### src/rtl/alarm_clock_pkg.sv
// Shared types, constants and helpers for the multi-alarm clock.
// Provides the ring FSM state enum, edit-field codes, the alarm record,
// field wrap limits, binary->BCD conversion and the 7-segment decoder.
package alarm_clock_pkg;

  typedef enum logic [1:0] {ST_IDLE, ST_RING, ST_SNOOZE} state_e;
  typedef enum logic [1:0] {FLD_NONE, FLD_HOUR, FLD_MIN, FLD_SEC} field_e;

  typedef struct packed {
    logic [4:0] hh;
    logic [5:0] mm;
  } alarm_t;

  localparam logic [4:0] HOUR_MAX   = 5'd23;
  localparam logic [5:0] MINSEC_MAX = 6'd59;
  localparam logic [6:0] SEG_ZERO   = 7'b1000000;

  // Active-low {g..a} pattern for one decimal digit; blank for non-digits.
  function automatic logic [6:0] seg7(input logic [3:0] d);
    case (d)
      4'd0:    return 7'b1000000;
      4'd1:    return 7'b1111001;
      4'd2:    return 7'b0100100;
      4'd3:    return 7'b0110000;
      4'd4:    return 7'b0011001;
      4'd5:    return 7'b0010010;
      4'd6:    return 7'b0000010;
      4'd7:    return 7'b1111000;
      4'd8:    return 7'b0000000;
      4'd9:    return 7'b0010000;
      default: return 7'b1111111;
    endcase
  endfunction

  // Increment/decrement with wrap between 0 and max_v.
  function automatic logic [5:0] wrap_step(input logic [5:0] v, input logic [5:0] max_v,
                                           input logic up);
    if (up) return (v >= max_v) ? 6'd0 : v + 6'd1;
    return (v == 6'd0) ? max_v : v - 6'd1;
  endfunction

  // {tens, units} of a value below 70 by repeated subtraction.
  function automatic logic [7:0] to_bcd(input logic [5:0] v);
    logic [5:0] u;
    logic [3:0] t;
    u = v;
    t = 4'd0;
    for (int i = 0; i < 6; i++) begin
      if (u >= 6'd10) begin
        u = u - 6'd10;
        t = t + 4'd1;
      end
    end
    return {t, 4'(u)};
  endfunction

endpackage

### src/rtl/btn_debounce.sv
// Active-low push-button conditioner: 2-FF synchroniser followed by a
// stability counter. Press pulses for one cycle when a 1->0 level change
// has been stable for DEBOUNCE_CYC cycles.
//   Clk_50MHz : clock          Rst   : async reset, active-high
//   BtnN      : raw button     Press : one-cycle accepted-press pulse
module btn_debounce #(
  parameter int unsigned DEBOUNCE_CYC = 500_000
) (
  input  logic Clk_50MHz,
  input  logic Rst,
  input  logic BtnN,
  output logic Press
);

  localparam int unsigned CNT_W = (DEBOUNCE_CYC > 1) ? $clog2(DEBOUNCE_CYC) : 1;

  logic             sync1_q, sync1_d, sync2_q, sync2_d;
  logic             stable_q, stable_d, press_q, press_d;
  logic [CNT_W-1:0] cnt_q, cnt_d;

  // Count while the synchronised level differs from the accepted one.
  always_comb begin
    sync1_d  = BtnN;
    sync2_d  = sync1_q;
    stable_d = stable_q;
    cnt_d    = '0;
    press_d  = 1'b0;
    if (sync2_q != stable_q) begin
      if (cnt_q >= CNT_W'(DEBOUNCE_CYC - 1)) begin
        stable_d = sync2_q;
        press_d  = ~sync2_q;
      end else begin
        cnt_d = cnt_q + CNT_W'(1);
      end
    end
  end

  always_ff @(posedge Clk_50MHz or posedge Rst) begin
    if (Rst) begin
      sync1_q  <= 1'b1;
      sync2_q  <= 1'b1;
      stable_q <= 1'b1;
      press_q  <= 1'b0;
      cnt_q    <= '0;
    end else begin
      sync1_q  <= sync1_d;
      sync2_q  <= sync2_d;
      stable_q <= stable_d;
      press_q  <= press_d;
      cnt_q    <= cnt_d;
    end
  end

  assign Press = press_q;

endmodule

### src/rtl/multi_alarm_clock.sv
// HH:MM:SS clock with NUM_ALARMS HH:MM alarms, button editing, accelerated
// tick, ring/snooze FSM and six registered 7-segment digits.
//   Clk_50MHz, Rst          : clock, async active-high reset
//   Up/Down/Snooze          : active-low buttons
//   Accel                   : fast tick select
//   Sw, AlmEdit, AlmSel     : edit mode, field select, alarm target
//   AlmEn                   : per-alarm enable
//   Seg6..Seg1              : active-low digits (hour, min, sec)
//   Led, ALed               : ringing indicator, triggering-alarm flags
module multi_alarm_clock
  import alarm_clock_pkg::*;
#(
  parameter  int unsigned CLK_HZ       = 50_000_000,
  parameter  int unsigned ACCEL_DIV    = 1000,
  parameter  int unsigned NUM_ALARMS   = 4,
  parameter  int unsigned DEBOUNCE_CYC = 500_000,
  parameter  int unsigned RING_SEC     = 60,
  parameter  int unsigned SNOOZE_SEC   = 300,
  localparam int unsigned SEL_W        = (NUM_ALARMS > 1) ? $clog2(NUM_ALARMS) : 1
) (
  input  logic                  Clk_50MHz,
  input  logic                  Rst,
  input  logic                  Up,
  input  logic                  Down,
  input  logic                  Snooze,
  input  logic                  Accel,
  input  logic [3:0]            Sw,
  input  logic                  AlmEdit,
  input  logic [SEL_W-1:0]      AlmSel,
  input  logic [NUM_ALARMS-1:0] AlmEn,
  output logic [6:0]            Seg6,
  output logic [6:0]            Seg5,
  output logic [6:0]            Seg4,
  output logic [6:0]            Seg3,
  output logic [6:0]            Seg2,
  output logic [6:0]            Seg1,
  output logic                  Led,
  output logic [NUM_ALARMS-1:0] ALed
);

  localparam int unsigned PRE_W    = $clog2(CLK_HZ + 1);
  localparam int unsigned FAST_DIV = (CLK_HZ / ACCEL_DIV > 0) ? CLK_HZ / ACCEL_DIV : 1;
  localparam int unsigned CNT_MAX  = (RING_SEC > SNOOZE_SEC) ? RING_SEC : SNOOZE_SEC;
  localparam int unsigned CNT_W    = $clog2(CNT_MAX + 1);

  logic up_p, dn_p, sn_p;

  btn_debounce #(.DEBOUNCE_CYC(DEBOUNCE_CYC)) u_up (
    .Clk_50MHz(Clk_50MHz), .Rst(Rst), .BtnN(Up), .Press(up_p));
  btn_debounce #(.DEBOUNCE_CYC(DEBOUNCE_CYC)) u_down (
    .Clk_50MHz(Clk_50MHz), .Rst(Rst), .BtnN(Down), .Press(dn_p));
  btn_debounce #(.DEBOUNCE_CYC(DEBOUNCE_CYC)) u_snooze (
    .Clk_50MHz(Clk_50MHz), .Rst(Rst), .BtnN(Snooze), .Press(sn_p));

  logic [PRE_W-1:0]      pre_q, pre_d, div_m1_c;
  logic                  accel_q, accel_d, sw0_q, sw0_d;
  logic [4:0]            hh_q, hh_d;
  logic [5:0]            mm_q, mm_d, ss_q, ss_d;
  alarm_t                alm_q [NUM_ALARMS];
  alarm_t                alm_d [NUM_ALARMS];
  state_e                state_q, state_d;
  logic [CNT_W-1:0]      cnt_q, cnt_d;
  logic                  led_q, led_d;
  logic [NUM_ALARMS-1:0] aled_q, aled_d, match_c;
  logic [5:0][6:0]       seg_q, seg_d;

  logic   freeze_c, tick_c, step_c, sel_ok_c, show_alm_c;
  field_e field_c;
  logic [5:0] disp_h_c, disp_m_c, disp_s_c;
  logic [7:0] bcd_h_c, bcd_m_c, bcd_s_c;

  assign freeze_c = Sw[0] & ~AlmEdit;
  assign sel_ok_c = 32'(AlmSel) < NUM_ALARMS;
  assign div_m1_c = Accel ? PRE_W'(FAST_DIV - 1) : PRE_W'(CLK_HZ - 1);
  assign accel_d  = Accel;
  assign sw0_d    = Sw[0];

  // Field select is valid only in edit mode with exactly one field bit set.
  always_comb begin
    field_c = FLD_NONE;
    if (Sw[0]) begin
      case (Sw[3:1])
        3'b001:  field_c = FLD_HOUR;
        3'b010:  field_c = FLD_MIN;
        3'b100:  field_c = FLD_SEC;
        default: field_c = FLD_NONE;
      endcase
    end
  end

  // Simultaneous Up and Down cancel out.
  assign step_c = (field_c != FLD_NONE) & (up_p ^ dn_p);

  // Tick prescaler; an Accel change restarts the period.
  always_comb begin
    pre_d  = pre_q + PRE_W'(1);
    tick_c = 1'b0;
    if (freeze_c || (Accel != accel_q)) begin
      pre_d = '0;
    end else if (pre_q >= div_m1_c) begin
      pre_d  = '0;
      tick_c = 1'b1;
    end
  end

  // Time counting and time edit (mutually exclusive: edit freezes the tick).
  always_comb begin
    hh_d = hh_q;
    mm_d = mm_q;
    ss_d = ss_q;
    if (tick_c) begin
      ss_d = wrap_step(ss_q, MINSEC_MAX, 1'b1);
      if (ss_q == MINSEC_MAX) begin
        mm_d = wrap_step(mm_q, MINSEC_MAX, 1'b1);
        if (mm_q == MINSEC_MAX) hh_d = 5'(wrap_step(6'(hh_q), 6'(HOUR_MAX), 1'b1));
      end
    end else if (step_c && !AlmEdit) begin
      case (field_c)
        FLD_HOUR: begin
          hh_d = 5'(wrap_step(6'(hh_q), 6'(HOUR_MAX), up_p));
          ss_d = '0;
        end
        FLD_MIN: begin
          mm_d = wrap_step(mm_q, MINSEC_MAX, up_p);
          ss_d = '0;
        end
        FLD_SEC: ss_d = wrap_step(ss_q, MINSEC_MAX, up_p);
        default: ;
      endcase
    end
  end

  // Alarm edit; alarms have no seconds field.
  always_comb begin
    alm_d = alm_q;
    if (step_c && AlmEdit && sel_ok_c) begin
      case (field_c)
        FLD_HOUR: alm_d[AlmSel].hh = 5'(wrap_step(6'(alm_q[AlmSel].hh), 6'(HOUR_MAX), up_p));
        FLD_MIN:  alm_d[AlmSel].mm = wrap_step(alm_q[AlmSel].mm, MINSEC_MAX, up_p);
        default: ;
      endcase
    end
  end

  // A match is evaluated against the time the rollover tick produces.
  for (genvar k = 0; k < int'(NUM_ALARMS); k++) begin : g_match
    assign match_c[k] = tick_c && (ss_q == MINSEC_MAX) && AlmEn[k] &&
                        (alm_q[k].hh == hh_d) && (alm_q[k].mm == mm_d);
  end

  // Ring/snooze control; entering edit mode overrides everything.
  always_comb begin
    state_d = state_q;
    cnt_d   = cnt_q;
    aled_d  = aled_q;
    if (Sw[0] && !sw0_q) begin
      state_d = ST_IDLE;
      aled_d  = '0;
    end else if (|match_c) begin
      state_d = ST_RING;
      cnt_d   = CNT_W'(RING_SEC);
      aled_d  = aled_q | match_c;
    end else begin
      case (state_q)
        ST_RING: begin
          if (sn_p) begin
            state_d = ST_SNOOZE;
            cnt_d   = CNT_W'(SNOOZE_SEC);
          end else if (dn_p || (tick_c && cnt_q <= CNT_W'(1))) begin
            state_d = ST_IDLE;
            aled_d  = '0;
          end else if (tick_c) begin
            cnt_d = cnt_q - CNT_W'(1);
          end
        end
        ST_SNOOZE: begin
          if (dn_p) begin
            state_d = ST_IDLE;
            aled_d  = '0;
          end else if (tick_c && cnt_q <= CNT_W'(1)) begin
            state_d = ST_RING;
            cnt_d   = CNT_W'(RING_SEC);
          end else if (tick_c) begin
            cnt_d = cnt_q - CNT_W'(1);
          end
        end
        default: state_d = ST_IDLE;
      endcase
    end
    led_d = (state_d == ST_RING);
  end

  // Display source selection and digit decode.
  always_comb begin
    show_alm_c = Sw[0] & AlmEdit & sel_ok_c;
    disp_h_c   = 6'(hh_q);
    disp_m_c   = mm_q;
    disp_s_c   = ss_q;
    if (show_alm_c) begin
      disp_h_c = 6'(alm_q[AlmSel].hh);
      disp_m_c = alm_q[AlmSel].mm;
      disp_s_c = '0;
    end
    bcd_h_c  = to_bcd(disp_h_c);
    bcd_m_c  = to_bcd(disp_m_c);
    bcd_s_c  = to_bcd(disp_s_c);
    seg_d[5] = seg7(bcd_h_c[7:4]);
    seg_d[4] = seg7(bcd_h_c[3:0]);
    seg_d[3] = seg7(bcd_m_c[7:4]);
    seg_d[2] = seg7(bcd_m_c[3:0]);
    seg_d[1] = seg7(bcd_s_c[7:4]);
    seg_d[0] = seg7(bcd_s_c[3:0]);
  end

  always_ff @(posedge Clk_50MHz or posedge Rst) begin
    if (Rst) begin
      pre_q   <= '0;
      accel_q <= 1'b0;
      sw0_q   <= 1'b0;
      hh_q    <= '0;
      mm_q    <= '0;
      ss_q    <= '0;
      for (int k = 0; k < int'(NUM_ALARMS); k++) alm_q[k] <= '0;
      state_q <= ST_IDLE;
      cnt_q   <= '0;
      led_q   <= 1'b0;
      aled_q  <= '0;
      seg_q   <= {6{SEG_ZERO}};
    end else begin
      pre_q   <= pre_d;
      accel_q <= accel_d;
      sw0_q   <= sw0_d;
      hh_q    <= hh_d;
      mm_q    <= mm_d;
      ss_q    <= ss_d;
      alm_q   <= alm_d;
      state_q <= state_d;
      cnt_q   <= cnt_d;
      led_q   <= led_d;
      aled_q  <= aled_d;
      seg_q   <= seg_d;
    end
  end

  assign Seg6 = seg_q[5];
  assign Seg5 = seg_q[4];
  assign Seg4 = seg_q[3];
  assign Seg3 = seg_q[2];
  assign Seg2 = seg_q[1];
  assign Seg1 = seg_q[0];
  assign Led  = led_q;
  assign ALed = aled_q;

endmodule

### config.mk
export PLATFORM = sky130hd
export DESIGN_NAME = multi_alarm_clock
export DESIGN_NICKNAME = d
export VERILOG_FILES = /design/src/rtl/alarm_clock_pkg.sv /design/src/rtl/btn_debounce.sv /design/src/rtl/multi_alarm_clock.sv
export SDC_FILE = /design/constraint.sdc
export NUM_CORES = 1
export LEC_CHECK = 0
export CAP_MARGIN = 20
export CORE_MARGIN = 5
export CORE_UTILIZATION = 57
export DETAILED_ROUTE_END_ITERATION = 8
export PLACE_DENSITY = 0.74
export SYNTH_ARGS = -nofsm -noshare
export SYNTH_HDL_FRONTEND = slang
export SYNTH_SLANG_ARGS = --single-unit
### constraint.sdc
create_clock -name Clk_50MHz -period 6.8 [get_ports Clk_50MHz]
set_clock_uncertainty 0.1 [all_clocks]
set_input_delay 0.68 -clock Clk_50MHz [delete_from_list [all_inputs] [get_ports Clk_50MHz]]
set_output_delay 0.68 -clock Clk_50MHz [all_outputs]
set_load 0.005 [all_outputs]
==> results.txt <==
- Number of vias after detailed routing: 14300
- Syn. warnings: 0
* Final standard cell area without fillers: 0.0193 mm²
* Detailed-routing iteration count for the pre-antenna-repair pass: 6
- Clock tree from TritonCTS: built
* Number of violations reported at the end of detailed-routing iteration 0: between 900 and 1000
- Top-level I/O count: 64
- R2R setup slack: 730 ps
- Clock-pin slew on the worst setup and hold paths: 60 ps
- The path class of the tightest hold or removal check is reg -> reg.
* Delay of the slowest cell on the worst path: 480 ps
- Fmax: 157 MHz
- 0 antenna diodes ended up in the layout.
- Avg Vias per Cell: 5.96
- Final setup violation count: 0
- Sequential cells were found to cover approximately a third of the synthesized design area.
- Buf/Inv on CP: 6
- In this run the tool buffered the top-level ports with 63 buffer cells.
* Share of final-layout standard cells stronger than drive strength 1: 17.6%
- CTS placed an instance of clkbuf_16 at the clock tree root.
- CP Data Arrival Time: 6750 ps
- Antenna violation net count after detailed routing: 0
- Slowest library cell on the worst path: clkdlybuf4s50_1
- Number of flops mapped to enable cells by yosys: 0
- Peak supply drop: 0.234 mV
- In this run the static leakage power is 0.00842 µW.
* Synth async-reset ratio: between 90% and 100%
* Remaining Overflow, GRT: 0
* Layout filler cell count: 2313
* Number of distinct library cells after synthesis: roughly 110
- Startpoint type of the worst setup path: input pin
- Layout overhead on the synthesized area: 16.8%
- After detailed placement, the total cell area comes to 0.0184 mm².
- The worst setup path is captured at a flip-flop.
- Number of slew-limit violations in the final report: 0
- dfrtp_1 takes more of the synthesized area than any other cell.
* Wire length of the first global-routing pass: 66.6 mm
- Number of buffers created by CTS: 25
- The worst pin sits at a relative slew slack of a little under 30%.
* Area of the mapped netlist: 0.0165 mm²
* Final hold violation count: 0
* Data required time of the worst path: 7180 ps
- The most critical setup path has its startpoint at Sw[0].
- Power density normalized to cell area: 273 mW/mm²
- Routed wire per std cell: 16.3 µm
* Most common flop cell mapped by yosys: dfrtp_1
- Weighted congestion at the end of routability-driven global placement: 0.908
* Area of the die: around 0.032 mm²
- Largest fanout on the critical path: 11
* Number of global-route vias before repair: 13800
- Hold path depth: 0
- Post-detailed-placement half-perimeter wirelength: 29.2 mm
- Clock latency of the later-clocked register in the worst-skew pair: between 500 and 600 ps
- The startpoint identified for the worst register-to-register timing path is alm_q[7]$_DFFE_PP0P_.
- Share of Yosys cell area claimed by the top area cell type: 30.5%
* Setup repair after global routing missed its margin: false
- The clock passes through at most 3 buffers.
- Kind of cell adding the most delay to the critical path: compound AO/OA/AOI/OAI gates
- In this run, synthesis produced a sequential element count of 216.
* Worst setup slack after layout: 430 ps
- Across the run, the number of max-cap violations was 0.
- The tree built by TritonCTS fans out to 216 sinks.
- Final period utilization: between 90% and 100%
- Min-Delay Endpoint: u_snooze.sync2_q$_DFF_PP1_
- By startpoint and endpoint, the worst setup path is classified as in -> reg.
- From bottom edge to top edge, the die measures 180 µm.
- Prior to clock tree synthesis, the placed netlist has a worst setup slack of -298 ps.
* Cell count after synthesis: roughly 1800
* Most used cell along the critical path: ha_1
* Transition time at the pin with the least slew margin: 1040 ps
* Min-delay src: u_snooze.sync1_q$_DFF_PP1_
- Largest net degree at the start of global routing: between 80 and 90
- The initial utilization of the core area, before any placement, comes to 57.6%.
- Number of remaining DRC errors: 0
- CTS hold repair buffers: 0
- In this run the number of H-tree levels came out at 1.
- Largest cells by area after synthesis: dfrtp_1, ha_1, xor2_1, nor2_1, xnor2_1
- Core area: 0.0286 mm²
- Placement row count: 62
- In this run the critical register-to-register path is captured at Seg6[3]$_DFF_PP0_.
- The flow ran to the end, and the final reports show no timing, DRC or antenna violations.
* Initial antenna violation count: 0
- Shortest clock period the worst path allows after layout: 6370 ps
- Final Net Count: approximately 2100
* Synth Area per Inst: ~9 µm²
- Total Wirelength: 39.2 mm
* Path length in cells of the critical path: 31
- The die is between 150 and 200 µm wide.
- Across every metal layer, demand over resource in global routing totals 23.5%.
- Net count after synthesis: 1927
- For the worst flop-to-flop path, the logic depth is 29.
worst max-delay path by stage:
stage,endpoint,slack [ps]
6_report,Seg2[6]$_DFF_PP1_,430
5_1_grt,Seg2[6]$_DFF_PP1_,40
4_1_cts,Seg6[3]$_DFF_PP0_,230
3_5_place_dp,Seg6[3]$_DFF_PP0_,-300
3_3_place_gp,Seg6[3]$_DFF_PP0_,-60
2_1_floorplan,Seg2[6]$_DFF_PP1_,20
metal layers:
| layer | wire (µm) | global-route usage (%) | share of wire, % | up-vias |
|---|---|---|---|---|
| met5 | 26 | 0.593 | 0.066 | - |
| met4 | 1040 | 6.26 | 2.7 | 2 |
| met3 | 1670 | 2.48 | 4.3 | 62 |
| met2 | 19200 | 41.0 | 49 | 354 |
| met1 | 17300 | 31.5 | 44 | 6915 |
| li1 | - | - | - | 6970 |
area by class of cell:
cell class              count  area [µm²]  area share (%)
inverters                  90         345            1.79
clock inverters            11         155           0.806
repair buffers            207        1730            8.99
multi-input cells        1455       10400            54.2
flip-flops and latches    216        5420            28.2
well taps                 384         480            2.49
clock buffers              35         683            3.55
cells in the final DEF, fill, tap and decap left out, types with 10 or more instances in the layout:
cell / instances
nand3_1: 79
nor4_1: 15
o211ai_1: 19
nor2_1: 188
a31oi_1: 11
clkbuf_16: 25
xor2_1: 88
clkdlybuf4s50_1: 62
dfstp_2: 15
a2bb2oi_1: 12
mux4_2: 12
nand2_1: 112
a211oi_1: 14
dfrtp_1: 201
inv_1: 85
mux2_2: 58
nand4_1: 26
and2_1: 23
mux2i_1: 37
and3_1: 28
buf_4: 142
xnor2_1: 81
nor3_1: 47
o21ai_1: 13
o22ai_1: 12
o21a_1: 17
nand2b_1: 21
o31ai_1: 11
nor2b_1: 14
a21oi_1: 100
o21ai_0: 84
or3_1: 18
a21o_1: 10
ha_1: 80
cell families (layout without fill, tap and decap cells):
group | Yosys count | after routing | share of synthesized area (%)
AO/OA/AOI/OAI | 439 | 439 | 18.9
XOR/XNOR | 176 | 176 | 9.62
adder cells (fa/ha/maj) | 80 | 80 | 6.07
buffers and inverters | 159 | 343 | 3.96
flip-flops | 216 | 216 | 32.9
multiplexers | 119 | 119 | 8.94
AND/OR/NAND/NOR | 641 | 641 | 19.6
state kept, by name, indices dropped and copies added, names as in the netlist, 2 cells and up:
signal and flops:
cnt_q 9, hh_q 5, u_snooze.cnt_q 19, ALed 4
mm_q 6, ss_q 6, Seg5 7, Seg1 7
u_up.cnt_q 19, alm_q 44, state_q 2, u_down.cnt_q 19
Seg3 7, Seg6 7, pre_q 26, Seg2 7
Seg4 7
report_power, final:
part / internal [µW] / leakage (µW) / switching, µW
Sequential: 1430 / 0.00287 / 50.6
Clock: 822 / 0.000409 / 558
Combinational: 1160 / 0.00514 / 1240
cells in the mapped netlist, types with 18 or more instances:
library cell / instances
a21oi_1: 101
nor2_1: 189
nand2b_1: 21
nand4_1: 26
and2_1: 23
dfrtp_1: 201
inv_1: 86
nand2_1: 112
and3_1: 28
nor3_1: 47
clkbuf_1: 44
mux2_2: 58
xor2_1: 89
nand3_1: 79
or3_1: 18
xnor2_1: 81
ha_1: 80
mux2i_1: 39
o21ai_0: 86
o211ai_1: 19
worst register-to-register path: cells and delay by family, from the launching register on:
kind                     cells  cell delay [ps]
AND/OR/NAND/NOR             10             1530
adder cells (fa/ha/maj)      6             1390
AO/OA/AOI/OAI                6             1090
multiplexers                 3              980
flip-flops                   1              420
XOR/XNOR                     1              220
buffers and inverters        3              210
per-stage QoR:
step | hold WS, ps | total power (µW) | TNS [ps] | cells | utilization (%)
2_1_floorplan | 245 | 3080 | 0 | 1830 | -
3_3_place_gp | 246 | 3800 | -140 | 2350 | 64.2
3_5_place_dp | 247 | 3890 | -1820 | 2350 | 64.2
4_1_cts | 256 | 5280 | 0 | 2396 | 67.1
5_1_grt | 259 | 5630 | 0 | 2398 | 67.3
6_report | 255 | 5260 | 0 | 2398 | 67.3
repair_timing:
action                                  4_1_cts  5_1_grt
buffers inserted                              0        0
endpoints found under the setup margin        0        7
resized for setup                             0        7
No activity file was read; power rests on OpenSTA's default activity.
